==> src/rtl/alu_iter_exec_if.sv <==
// Request/response bundle between the ALU-control decode and the execute stage.
interface alu_iter_exec_if #(
  parameter int WIDTH = 16
) ();
  logic             start;
  logic [WIDTH-1:0] A;
  logic [WIDTH-1:0] B;
  logic [2:0]       aluOP;
  logic             invA;
  logic             invB;
  logic             Cin;
  logic             sign;
  logic             busy;
  logic             done;
  logic [WIDTH-1:0] result;
  logic             zero;
  logic             ofl;
  logic             cout;

  modport master (
    output start, A, B, aluOP, invA, invB, Cin, sign,
    input  busy, done, result, zero, ofl, cout
  );

  modport slave (
    input  start, A, B, aluOP, invA, invB, Cin, sign,
    output busy, done, result, zero, ofl, cout
  );
endinterface

==> src/rtl/alu_iter_exec.sv <==
// Execute stage: single-cycle ADD/XOR/AND, iterative one-bit-per-cycle
// shifts and rotates. Result and flags are registered; done pulses once
// per accepted start, busy covers the iterative shift cycles.
module alu_iter_exec #(
  parameter int WIDTH   = 16,
  parameter int SHAMT_W = 4
) (
  input  logic         clk,
  input  logic         rst_n,
  alu_iter_exec_if.slave bus
);

  typedef enum logic {
    IDLE,
    SHIFT
  } state_t;

  typedef enum logic [2:0] {
    OP_ADD = 3'b000,
    OP_ROR = 3'b001,
    OP_XOR = 3'b010,
    OP_AND = 3'b011,
    OP_SRA = 3'b100,
    OP_SRL = 3'b101,
    OP_ROL = 3'b110,
    OP_SLL = 3'b111
  } op_t;

  state_t             r_state;
  op_t                r_op;
  logic [WIDTH-1:0]   r_shreg;
  logic [SHAMT_W-1:0] r_cnt;
  logic [WIDTH-1:0]   r_result;
  logic               r_zero;
  logic               r_ofl;
  logic               r_cout;
  logic               r_busy;
  logic               r_done;

  op_t                w_op;
  logic [WIDTH-1:0]   w_a;
  logic [WIDTH-1:0]   w_b;
  logic [WIDTH:0]     w_sum;
  logic               w_ofl_signed;
  logic               w_is_shift;
  logic [SHAMT_W-1:0] w_shamt;
  logic [WIDTH-1:0]   w_alu_res;
  logic               w_alu_ofl;
  logic               w_alu_cout;
  logic [WIDTH-1:0]   w_step;

  // Operand preparation and single-cycle datapath (also yields raw A for N=0 shifts).
  always_comb begin
    w_op         = op_t'(bus.aluOP);
    w_a          = bus.invA ? ~bus.A : bus.A;
    w_b          = bus.invB ? ~bus.B : bus.B;
    w_sum        = {1'b0, w_a} + {1'b0, w_b} + {{WIDTH{1'b0}}, bus.Cin};
    w_ofl_signed = (w_a[WIDTH-1] == w_b[WIDTH-1]) & (w_sum[WIDTH-1] != w_a[WIDTH-1]);
    w_shamt      = bus.B[SHAMT_W-1:0];
    w_is_shift   = 1'b1;
    w_alu_res    = bus.A;
    w_alu_ofl    = 1'b0;
    w_alu_cout   = 1'b0;
    case (w_op)
      OP_ADD: begin
        w_is_shift = 1'b0;
        w_alu_res  = w_sum[WIDTH-1:0];
        w_alu_cout = w_sum[WIDTH];
        w_alu_ofl  = bus.sign ? w_ofl_signed : w_sum[WIDTH];
      end
      OP_XOR: begin
        w_is_shift = 1'b0;
        w_alu_res  = w_a ^ w_b;
      end
      OP_AND: begin
        w_is_shift = 1'b0;
        w_alu_res  = w_a & w_b;
      end
      default: ;
    endcase
  end

  // One-bit step of the latched shift/rotate operation.
  always_comb begin
    w_step = r_shreg;
    case (r_op)
      OP_SRA:  w_step = {r_shreg[WIDTH-1], r_shreg[WIDTH-1:1]};
      OP_SRL:  w_step = {1'b0, r_shreg[WIDTH-1:1]};
      OP_SLL:  w_step = {r_shreg[WIDTH-2:0], 1'b0};
      OP_ROL:  w_step = {r_shreg[WIDTH-2:0], r_shreg[WIDTH-1]};
      OP_ROR:  w_step = {r_shreg[0], r_shreg[WIDTH-1:1]};
      default: w_step = r_shreg;
    endcase
  end

  // Control FSM with registered result, flags, busy and done.
  always_ff @(posedge clk) begin
    if (!rst_n) begin
      r_state  <= IDLE;
      r_op     <= OP_ADD;
      r_shreg  <= '0;
      r_cnt    <= '0;
      r_result <= '0;
      r_zero   <= 1'b0;
      r_ofl    <= 1'b0;
      r_cout   <= 1'b0;
      r_busy   <= 1'b0;
      r_done   <= 1'b0;
    end else begin
      r_done <= 1'b0;
      case (r_state)
        IDLE: begin
          if (bus.start) begin
            if (!w_is_shift || (w_shamt == '0)) begin
              r_result <= w_alu_res;
              r_zero   <= (w_alu_res == '0);
              r_ofl    <= w_alu_ofl;
              r_cout   <= w_alu_cout;
              r_done   <= 1'b1;
            end else begin
              r_op    <= w_op;
              r_shreg <= bus.A;
              r_cnt   <= w_shamt;
              r_busy  <= 1'b1;
              r_state <= SHIFT;
            end
          end
        end
        SHIFT: begin
          r_shreg <= w_step;
          r_cnt   <= r_cnt - 1'b1;
          if (r_cnt == SHAMT_W'(1)) begin
            r_result <= w_step;
            r_zero   <= (w_step == '0);
            r_ofl    <= 1'b0;
            r_cout   <= 1'b0;
            r_done   <= 1'b1;
            r_busy   <= 1'b0;
            r_state  <= IDLE;
          end
        end
        default: r_state <= IDLE;
      endcase
    end
  end

  assign bus.busy   = r_busy;
  assign bus.done   = r_done;
  assign bus.result = r_result;
  assign bus.zero   = r_zero;
  assign bus.ofl    = r_ofl;
  assign bus.cout   = r_cout;

endmodule
==> src/flat_wrapper.sv <==
// flat-port wrapper written by rule: the top's interface ports become plain ports
module alu_iter_exec_flat 
#(
  parameter int WIDTH   = 16,
  parameter int SHAMT_W = 4
)
  (clk, rst_n, bus_start, bus_A, bus_B, bus_aluOP, bus_invA, bus_invB, bus_Cin, bus_sign, bus_busy, bus_done, bus_result, bus_zero, bus_ofl, bus_cout);
  alu_iter_exec_if #(.WIDTH(WIDTH)) bus_i ();
  input  logic clk;
  input  logic rst_n;
  input wire logic [$bits(bus_i.start)-1:0] bus_start;
  input wire logic [$bits(bus_i.A)-1:0] bus_A;
  input wire logic [$bits(bus_i.B)-1:0] bus_B;
  input wire logic [$bits(bus_i.aluOP)-1:0] bus_aluOP;
  input wire logic [$bits(bus_i.invA)-1:0] bus_invA;
  input wire logic [$bits(bus_i.invB)-1:0] bus_invB;
  input wire logic [$bits(bus_i.Cin)-1:0] bus_Cin;
  input wire logic [$bits(bus_i.sign)-1:0] bus_sign;
  output wire logic [$bits(bus_i.busy)-1:0] bus_busy;
  output wire logic [$bits(bus_i.done)-1:0] bus_done;
  output wire logic [$bits(bus_i.result)-1:0] bus_result;
  output wire logic [$bits(bus_i.zero)-1:0] bus_zero;
  output wire logic [$bits(bus_i.ofl)-1:0] bus_ofl;
  output wire logic [$bits(bus_i.cout)-1:0] bus_cout;
  assign bus_i.start = bus_start;
  assign bus_i.A = bus_A;
  assign bus_i.B = bus_B;
  assign bus_i.aluOP = bus_aluOP;
  assign bus_i.invA = bus_invA;
  assign bus_i.invB = bus_invB;
  assign bus_i.Cin = bus_Cin;
  assign bus_i.sign = bus_sign;
  assign bus_busy = bus_i.busy;
  assign bus_done = bus_i.done;
  assign bus_result = bus_i.result;
  assign bus_zero = bus_i.zero;
  assign bus_ofl = bus_i.ofl;
  assign bus_cout = bus_i.cout;
  alu_iter_exec #(.WIDTH(WIDTH), .SHAMT_W(SHAMT_W)) u_core (.clk(clk), .rst_n(rst_n), .bus(bus_i));
endmodule
==> config.mk <==
export PLATFORM = sky130hd
export DESIGN_NAME = alu_iter_exec_flat
export DESIGN_NICKNAME = d
export VERILOG_FILES = /design/src/rtl/alu_iter_exec_if.sv /design/src/rtl/alu_iter_exec.sv /design/src/flat_wrapper.sv
export SDC_FILE = /design/constraint.sdc
export NUM_CORES = 1
export LEC_CHECK = 0
export ABC_AREA = 1
export CORE_MARGIN = 2
export CORE_UTILIZATION = 40
export DETAILED_ROUTE_END_ITERATION = 6
export DONT_BUFFER_PORTS = 1
export GPL_ROUTABILITY_DRIVEN = 0
export HOLD_SLACK_MARGIN = 0.03
export PLACE_DENSITY = 0.56
export SLEW_MARGIN = 20
export SYNTH_ARGS = -nofsm -noshare
export SYNTH_HDL_FRONTEND = slang
export SYNTH_SLANG_ARGS = --single-unit
==> constraint.sdc <==
create_clock -name clk -period 3.57 [get_ports clk]
set_input_delay 0.1785 -clock clk [delete_from_list [all_inputs] [get_ports clk]]
set_output_delay 0.1785 -clock clk [all_outputs]
set_load 0.005 [all_outputs]
==> summary.md <==
| Metric | Value |
|---|---|
| Synth warn | 0 |
| Fillers | 1103 |
| Sequential area share after synthesis | 21.56% |
| Commonest cells post-synth | nand2_1 (174), inv_1 (125), nor2_1 (62) |
| Die X | 106.2 µm |
| Fmax | 393.3 MHz |
| Worst path arrival time | 2.78 ns |
| Global-route wire length before repair | 21000 µm |
| Post-synth EDFFs | 0 |
| Pre-antenna DRT Iters | 5 |
| Final setup vio count | 0 |
| Hold Path Class | primary input to register |
| Worst path max stage delay | 0.63 ns |
| Vias in the first global route | 4226 |
| Finished Layout Cells | 823 |
| Max Cap Violations | 0 |
| CTS tree | yes |
| Initial antenna violation count | 0 |
| Max Clock Skew | 0.006102 ns |
| Die Ht | 106.2 µm |
| Fin. max-slew vios | 0 |
| Antenna-violating nets left | 0 |
| Root buffer cell | clkbuf_8 |
| Worst Setup Slack, final | 1.028 ns |
| Final period util | 71.21% |
| Mean Syn Cell Area | 5.960 µm² |
| Initial Utilization | 40.83% |
| Tightest Pin Transition | 0.9924 ns |
| Synth area leader | dfxtp_1 |
| Final core utilization | 42.63% |
| Req. time, crit path | 3.81 ns |
| Drt wl/cell | 15.91 µm |
| Die Area | 11280 µm² |
| Top Ports | 63 |
| CP Capture Type | register |
| Leak | 2.166 nW |
| Area grow syn2layout | 4.402% |
| Top-count cell post-synth | nand2_1 |
| Core ar. | 10230 µm² |
| PortBufs | 0 |
| Leading register cell type out of synthesis | dfxtp_1 |
| Hold_ws | 0.03359 ns |
| Peak fanout along the critical path | 30 |
| Final instance area | 4362 µm² |
| Largest net degree at the start of global routing | 35 |
| Synth cell types | 34 |
| Kind of critical path | register to register |
| Max IR drop VDD | 0.1892 mV |
| Ranking of synthesized cells by area | dfxtp_1 (22%), nand2_1 (16%), inv_1 (11%) |
| Clock sink total | 45 |
| Residual DRC count | 0 |
| Final WL | 13100 µm |
| Total negative setup slack | 0 ns |
| Mapped Area | 4178 µm² |
| Via density per instance | 5.340 |
| Post-DP Area | 4245 µm² |
| Final Power | 1.638 mW |
| Starting DRT DRC Count | 237 |
| Critical Path Slowest Stage Cell | nand2_1 |
| NumNets Final | 748 |
| Number of buffers created by CTS | 5 |
| Cell count after synthesis | 701 |
| Status | complete, no violations |
| CP cell instances | inv_2, nand2_1, nand2_1, o21ai_0, o22ai_1, nand2_1, nor2_1, nand3_1, nor2_1, nor2_1, a21oi_1 |
| Top-area cell type share of the netlist area | 21.56% |
| Placed insts | 813 |
| Final HPWL DP | 9984 µm |
| Dpl ws | 1.022 ns |
| Net Count, Synth | 763 |
| H-tree level count | 2 |
| Pwr/cell area | 375.5 nW/µm² |
| Antenna diode count | 0 |
| Total grt overflow | 0 |
| Total GRT Usage | 23.28% |
| Post-CTS setup buffer count | 0 |
| Vias post-DR | 4395 |
| Number of synthesized register bits | 45 |
| Fin crit period | 2.542 ns |
| Layout cells sized above 1 | 3.493% |
| CP Launch Type | register |
| Skew-Pair Late Insertion Delay | 0.30 ns |
| Normalized max-slew margin | 33.68% |
| Async S/R FF share, synth | 0% |
| Num rows | 37 |
| Final Hold Fails | 0 |
| Max Root-Sink Buffers | 2 |
| Clock slew at reported path FFs | 0.09 ns |
| Unrepaired setup endpoints after global routing | no |
==> path summary, 6_finish.rpt <==
path	start	to	slack, ns	cells past startpoint
hold reg to reg	u_core.r_cnt[1]$_SDFFE_PN0P_	u_core.r_cnt[1]$_SDFFE_PN0P_	0.50	2
setup reg to reg	u_core.r_op[1]$_SDFFE_PN0P_	u_core.bus.zero$_SDFFE_PN0P_	1.03	11
hold / removal	rst_n	u_core.bus.result[4]$_SDFFE_PN0P_	0.03	2
setup / recovery	u_core.r_op[1]$_SDFFE_PN0P_	u_core.bus.zero$_SDFFE_PN0P_	1.03	11
==> layout by cell type (no fill, tap or decap), drive strengths merged, types with 3 or more instances in the layout <==
cell type	n
xnor2	3
ha	18
a221oi	4
o221ai	13
nand3	50
nand4	7
nor2	64
dfxtp	45
buf	4
inv	130
nand2	174
a31oi	18
nand3b	6
o211ai	3
o21ai	64
clkbuf	7
xor2	31
a21oi	22
o22ai	12
==> routing by layer <==
metal	GRT usage, %	vias to the layer above	wire length (µm)	part of all wire, %
li1	-	2225	-	-
met1	29.75	1991	5906	45
met2	38.74	158	5907	45
met4	6.673	0	279	2.1
met3	5.886	21	1004	7.7
met5	0	-	0	0
==> where the power goes <==
| part | switching (mW) | total, mW | internal, mW | leakage [nW] |
|---|---|---|---|---|
| sequential | 0.0351 | 0.581 | 0.546 | 0.369 |
| combinational | 0.464 | 0.704 | 0.240 | 1.74 |
| clock | 0.177 | 0.353 | 0.175 | 0.0542 |
==> what timing repair did <==
action                    4_1_cts  5_1_grt
hold buffers                    2        0
resized for setup               0        0
hold endpoints to repair       34        0
==> flip-flops by register name, indices dropped and copies added (netlist names), 3 cells and up <==
signal and flops:
u_core.r_shreg 16, u_core.r_op 3, u_core.r_cnt 4, u_core.bus.result 16
==> layout make-up <==
type                            count  area, µm²  share of cell area (%)
Clock inverter                      1      5.005                  0.1147
Sequential cell                    45      900.9                   20.65
Multi-Input combinational cell    498       2660                   60.99
Inverter                          131      491.7                   11.27
Tap cell                          136      170.2                   3.901
Timing Repair Buffer                5      37.54                  0.8606
Clock buffer                        7      96.34                   2.209
==> critical path, delay by kind of cell (launching register included) <==
family,cells,cell delay (ns)
compound gates,3,0.55
buf+inv,1,0.25
flops,1,0.34
simple gates,7,1.33
==> cells by family (layout without fill, tap and decap cells) <==
kind of cell,Yosys count,after routing,share of synthesized area (%)
buffers and inverters,158,144,14.76
AO/OA/AOI/OAI,141,141,20.04
adder cells (fa/ha/maj),20,20,6.349
flip-flops,45,45,21.56
XOR/XNOR,34,34,7.128
AND/OR/NAND/NOR,303,303,30.16
Note: power is estimated with default switching activity, not from simulation.
